<file path="config.mk">
export PLATFORM = sky130hd
export DESIGN_NAME = fifo_reader
export DESIGN_NICKNAME = d
export VERILOG_FILES = /design/src/rtl/fifo_reader.sv
export SDC_FILE = /design/constraint.sdc
export NUM_CORES = 1
export LEC_CHECK = 0
export ABC_AREA = 1
export BUFFER_PORTS_ARGS = -buffer_cell sky130_fd_sc_hd__clkbuf_2
export CORE_UTILIZATION = 56
export CTS_CLUSTER_DIAMETER = 40
export DETAILED_ROUTE_END_ITERATION = 7
export PLACE_DENSITY_LB_ADDON = 0.2
export SETUP_SLACK_MARGIN = 0.3
export SYNTH_ARGS = -nofsm -noshare
export SYNTH_HDL_FRONTEND = slang
export SYNTH_SLANG_ARGS = --single-unit
</file>
<file path="constraint.sdc">
create_clock -name clk -period 3.31 [get_ports clk]
set_clock_uncertainty 0.05 [all_clocks]
set_input_delay 0.1655 -clock clk [delete_from_list [all_inputs] [get_ports clk]]
set_output_delay 0.1655 -clock clk [all_outputs]
set_load 0.05 [all_outputs]
</file>
<file path="src/rtl/fifo_reader.sv">
// fifo_reader: pulls words from a 1-cycle-latency FIFO into a
// 2-entry skid buffer and hands them downstream with valid/ready.
module fifo_reader #(
  parameter int DW = 4,
  parameter int CW = 8
) (
  input  logic          clk,
  input  logic          rst,
  input  logic          en,
  input  logic          flush,
  input  logic          fifo_empty,
  input  logic [DW-1:0] fifo_data,
  output logic          fifo_read_en,
  output logic          out_valid,
  input  logic          out_ready,
  output logic [DW-1:0] out_data,
  output logic [CW-1:0] xfer_count
);

  logic [1:0]    occ;
  logic          inflight;
  logic [DW-1:0] slot0;
  logic [DW-1:0] slot1;

  logic          pop;
  logic [2:0]    load;
  logic [1:0]    tail;
  logic [1:0]    occ_nx;
  logic [DW-1:0] s0_nx;
  logic [DW-1:0] s1_nx;

  assign out_valid = (occ != 2'd0);
  assign out_data  = slot0;
  assign pop       = out_valid & out_ready;

  // words owed to the buffer once this edge's pop is taken out
  assign load = {1'b0, occ} + {2'b0, inflight} - {2'b0, pop};

  assign fifo_read_en = rst & en & ~flush & ~fifo_empty
                      & (load < 3'd2);

  always_comb begin
    tail  = occ - {1'b0, pop};
    s0_nx = pop ? slot1 : slot0;
    s1_nx = slot1;
    if (inflight) begin
      if (tail == 2'd0) s0_nx = fifo_data;
      else              s1_nx = fifo_data;
    end
    occ_nx = tail + {1'b0, inflight};
  end

  always_ff @(posedge clk or negedge rst) begin
    if (!rst) begin
      occ        <= 2'd0;
      inflight   <= 1'b0;
      slot0      <= '0;
      slot1      <= '0;
      xfer_count <= '0;
    end else begin
      slot0    <= s0_nx;
      slot1    <= s1_nx;
      occ      <= flush ? 2'd0 : occ_nx;
      inflight <= fifo_read_en;
      if (pop) xfer_count <= xfer_count + CW'(1);
    end
  end

endmodule
</file>
---- Word-level counts from Yosys, hierarchy flattened ----
Cells that the tools add are included.
operators by class
  muxes and demuxes ....................... 4
  order comparisons ....................... 1
  equality and inequality tests ........... 0
  shift operators ......................... 0
  $mul .................................... 0
  add/sub/neg operators ................... 5
  div/mod/pow operators ................... 0
  bitwise logic cells ..................... 8
  reductions and logical operators ........ 3
operators by type and width
  kind                                                                           number
  4-bit two-way mux                                                              3
  8-bit by 1-bit adder with 8-bit output (second input constant)                 1
  1-bit bitwise AND                                                              5
  2-bit by 1-bit adder with 3-bit output                                         1
  3-bit by 2-bit less-than comparator with 1-bit output (second input constant)  1
  1-bit inverter                                                                 3
  3-bit by 1-bit subtractor with 3-bit output                                    1
  2-bit by 1-bit adder with 2-bit output                                         1
  2-bit zero test                                                                1
  2-bit two-way mux                                                              1
  2-bit AND reduction                                                            1
  2-bit nonzero test                                                             1
  2-bit by 1-bit subtractor with 2-bit output                                    1
storage, ports and cells
  input port bits ......................... 10
  flip-flop bits (word level) ............. 19
  output and inout bits ................... 14
  memory bits (read-only) ................. 0
  word-level logic and storage cells ...... 26
  latch bits .............................. 0
  memories ................................ 0
  bits in writable memories ............... 0

---- Longest topological paths before layout ----
  word-level depth ........................ 6
  depth in mapped cells ................... 10
  gate-level depth less buffers ........... 9

---- Worst setup path before layout ----
OpenSTA, ideal clock, no wires.
  path type ............................... register to register
  start ................................... reg occ[1]
  end ..................................... reg inflight
  path buffers ............................ 1
  cell stages (with the launch flop) ...... 11
  arrival time ............................ 2,101 ps
  setup slack ............................. 985 ps
  clock period less this slack ............ 2,325 ps
  cells stage by stage .................... dfrtp_1 inv_1 nand2_4 nand2_4 inv_4 buf_12 nor2_1 o21ai_1 fa_1 xnor2_1 and3_1
between the ends
  longest elaborated chain between the ends .. 5
  elaborated cells between the ends (all ways) .. 6
  those cells by class .................... 2 x add/sub; 1 x order compare; 2 x bitwise; 1 x reduce/logical
RTL lines
  element                                                RTL line  RTL
  start: declaration                                     20        logic [1:0] occ;
  start signal: assignment                               63        occ <= flush ? 2'd0 : occ_nx;
  2-bit nonzero test                                     32        assign out_valid = (occ != 2'd0);
  named net out_valid                                    14        output logic out_valid,
  1-bit bitwise AND                                      34        assign pop = out_valid & out_ready;
  3-bit by 1-bit subtractor with 3-bit output            37        assign load = {1'b0, occ} + {2'b0, inflight} - {2'b0, pop};
  3-bit by 2-bit less-than comparator with 1-bit output  40        & (load < 3'd2);
  1-bit bitwise AND                                      40
  named net fifo_read_en                                 13        output logic fifo_read_en,
  end signal: assignment                                 64        inflight <= fifo_read_en;
  end: declaration                                       21        logic inflight;
The timed path passes the listed nets, and every way through them passes these cells.
A chain may end at the register's enable or synchronous reset.

---- Worst setup path in the final report ----
  start ................................... reg occ[1]
  end ..................................... out fifo_read_en
between the ends
  longest elaborated chain between the ends .. 5
  elaborated cells between the ends (all ways) .. 6
  those cells by class .................... 2 x add/sub; 1 x order compare; 2 x bitwise; 1 x reduce/logical
RTL lines
  element                                                                                         RTL line
  parallel branches: the longest is 2 deep, another holds 2-bit by 1-bit adder with 3-bit output  n/a
  3-bit by 1-bit subtractor with 3-bit output (*)                                                 37
  3-bit by 2-bit less-than comparator with 1-bit output (*)                                       40
  1-bit bitwise AND (*)                                                                           40
  end: declaration                                                                                13
Every way passes the cells marked *.

==> flow_metrics.tcl <==
set metrics [dict create \
    cts_root_buffer "clkbuf_4" \
    timing.final.crit_period_ps 2610 \
    cts_max_path_buffers 2 \
    clk_transition_reported_paths_ps 100 \
    cts_tree "built" \
    post_cts_resized 0 \
    tightestPinTransition_ps 490 \
    drt-total-wl_um 1930 \
    via_per_inst 4.66 \
    globalplace.congestion 0.835 \
    finalMaxSlewViolations 0 \
    vias 867 \
    status "complete, no violations" \
    synthesized_area_fraction_occupied_by_ao_oa_aoi_and_oai_cells 0.0188 \
    clock_latency_ps 300 \
    dr_pass1_iterations 4 \
    yosys.cell_count.top_type "nand2_1" \
    net_count_synth 148 \
    yosysWarningCount 0 \
    floorplan_core_area_um2 1750 \
    hold_path.class "in2reg" \
    htree_num_levels 1 \
    synth_area_per_cell_um2 7.87 \
    share_of_layout_cells_above_drive_strength_1 0.224 \
    critical_path_required_time_ps 3090 \
    route.antenna.remaining_nets 0 \
    crit_end_element "primary output" \
    holdBufCountCts 2 \
    initial_utilization 0.609 \
    portBuffers 23 \
    ir_drop_worst_vdd_mv 0.338 \
    via_count_of_the_first_global_routing_pass 714 \
    critPathLaunchType "register" \
    grt_start_max_net_pins 21 \
    crit_path_max_fanout 13 \
    synth_commonest_cells "nand2_1 (59), dfrtp_1 (19), nor2_1 (12)" \
    p_leak_nw 0.716 \
    initial_antenna_violation_count 0 \
    clock_sinks 19 \
    postLayoutCoreUtil 0.699 \
    grtUsageTotal 0.212 \
    cts_made_buffers 3 \
    timing.setup.tns_ps 0 \
    synth_simple_gate_area_frac 0.352 \
    synth.mux.area_fraction 0 \
    critPathKind "reg2out" \
    syn-instance-count 135 \
    fp.dieArea_um2 2080 \
    synth_top_family_by_area "simple AND/OR/NAND/NOR gates" \
    post-place-cells 180 \
    synth_adder_area_share 0.0424 \
    dp_hpwl_um 1440 \
    dr.first_iter.drc_count 28 \
    worst_ep_arrival_time_ps 2390 \
    number_of_i_o_pins 24 \
    synthXorXnorAreaFrac 0.0565 \
    cts_setup_buffers 0 \
    gr-total-overflow 0 \
    synth_seq_area_share 0.448 \
    yosysUniqueCellTypes 23 \
    syn2layout_area_growth_pct 14.8 \
    final_hold_viol_count 0 \
    synth_seq_cells 19 \
    instances_no_fill 186 \
    synth_ff_type "dfrtp_1" \
    die-width_um 45.6 \
    synth_largest_type_area_fraction 0.448 \
    route.detailed.drc 0 \
    clock.fmax_mhz 384 \
    synthesis.area_um2 1060 \
    power_density_nw_per_um2 580 \
    route.detailed.wl_per_inst_um 10.4 \
    grt_first_pass_wirelength_um 3100 \
    timing.max_slew.rel_slack 0.673 \
    setup_repair_after_global_routing_missed_its_margin "false" \
    row_count 15 \
    setup_viol 0 \
    finalCritPeriodShare 0.787 \
    die_h_um 45.6 \
    synth_area_leaders "dfrtp_1 (45%), nand2_1 (21%), nor2_1 (4.2%)" \
    maxcap_viol_count 0 \
    synth_enable_flop_cells 0 \
    antenna_diode_count 0 \
    nets 175 \
    synth_async_sr_flop_share 1.00 \
    synth.largest_area_cell "dfrtp_1" \
]
[metal layers]
layer  routed length (um)  part of all wire  global-route usage
met1                  958              0.50               0.291
met2                  892              0.46               0.317
met3                   49             0.025              0.0238
met4                   28             0.015               0.127
met5                    0                 0                   0
[state kept, by name (all words and copies together), names as in the netlist]
name / cells
inflight: 1
occ: 2
slot1: 4
xfer_count: 8
out_data: 4
[cell type report]
class,count,area [um2]
Tap cell,25,31.3
Multi-Input combinational cell,100,499
Inverter,13,51.3
Clock inverter,1,5.00
Fill cell,155,526
Timing Repair Buffer,25,135
Clock buffer,3,22.5
Sequential cell,19,475
[worst max-delay path, cell delays in order, from the launching register on]
cell	delay, ps
dfrtp_1	450
inv_1	160
nand2_4	80
nand2_4	160
inv_4	100
nor2_1	100
o21ai_1	70
fa_1	390
xnor2_1	130
and3_1	180
clkbuf_2	280
[stage by stage]
step	hold WS [ps]	setup slack (ps)	power, W	cell area (um2)
CTS	26.4	686	0.000716	1220
global route	22.7	527	0.000754	1220
finish	30.3	705	0.000708	1220
floorplan	-180	985	0.000528	1060
global placement	95.5	1100	0.000591	1170
detailed placement	98.8	1050	0.000596	1170
[power breakdown]
part | leakage (nW) | switching, W | internal, W
combinational | 0.444 | 0.000208 | 0.0000685
clock | 0.0177 | 0.0000729 | 0.0000451
sequential | 0.254 | 0.0000397 | 0.000273
[final timing paths]
check	startpoint	endpoint	slack [ps]	depth (start not counted)
hold / removal	fifo_data[2]	out_data[2]$_DFF_PN0_	30	3
setup reg to reg	occ[1]$_DFF_PN0_	inflight$_DFF_PN0_	1350	9
max in group asynchronous	rst	xfer_count[7]$_DFFE_PN0P_	2580	2
setup / recovery	occ[1]$_DFF_PN0_	fifo_read_en	700	10
min in group asynchronous	rst	inflight$_DFF_PN0_	300	2
hold reg to reg	slot1[3]$_DFFE_PN0P_	slot1[3]$_DFFE_PN0P_	440	2
[logic make-up (layout without fill, tap and decap cells)]
logic type / Yosys count / after routing
XOR/XNOR: 6 / 6
AND/OR/NAND/NOR: 87 / 87
flip-flops: 19 / 19
buffers and inverters: 16 / 42
AO/OA/AOI/OAI: 4 / 4
adder cells (fa/ha/maj): 3 / 3
[cell usage in the layout, fill, tap and decap left out]
cell / n
nand3_1: 8
inv_1: 11
nand2_2: 2
and3_1: 1
clkbuf_4: 3
ha_1: 2
fa_1: 1
o21ai_0: 1
nor2_1: 12
xnor2_1: 1
nand2_4: 3
xnor2_2: 1
inv_2: 1
o21ai_1: 1
inv_4: 1
xor2_1: 4
dlygate4sd3_1: 2
dfrtp_1: 19
nor3_1: 1
nand2_1: 59
nand3_2: 1
clkinv_2: 1
a21oi_1: 2
clkbuf_2: 23
No activity file was read; power rests on OpenSTA's default activity.
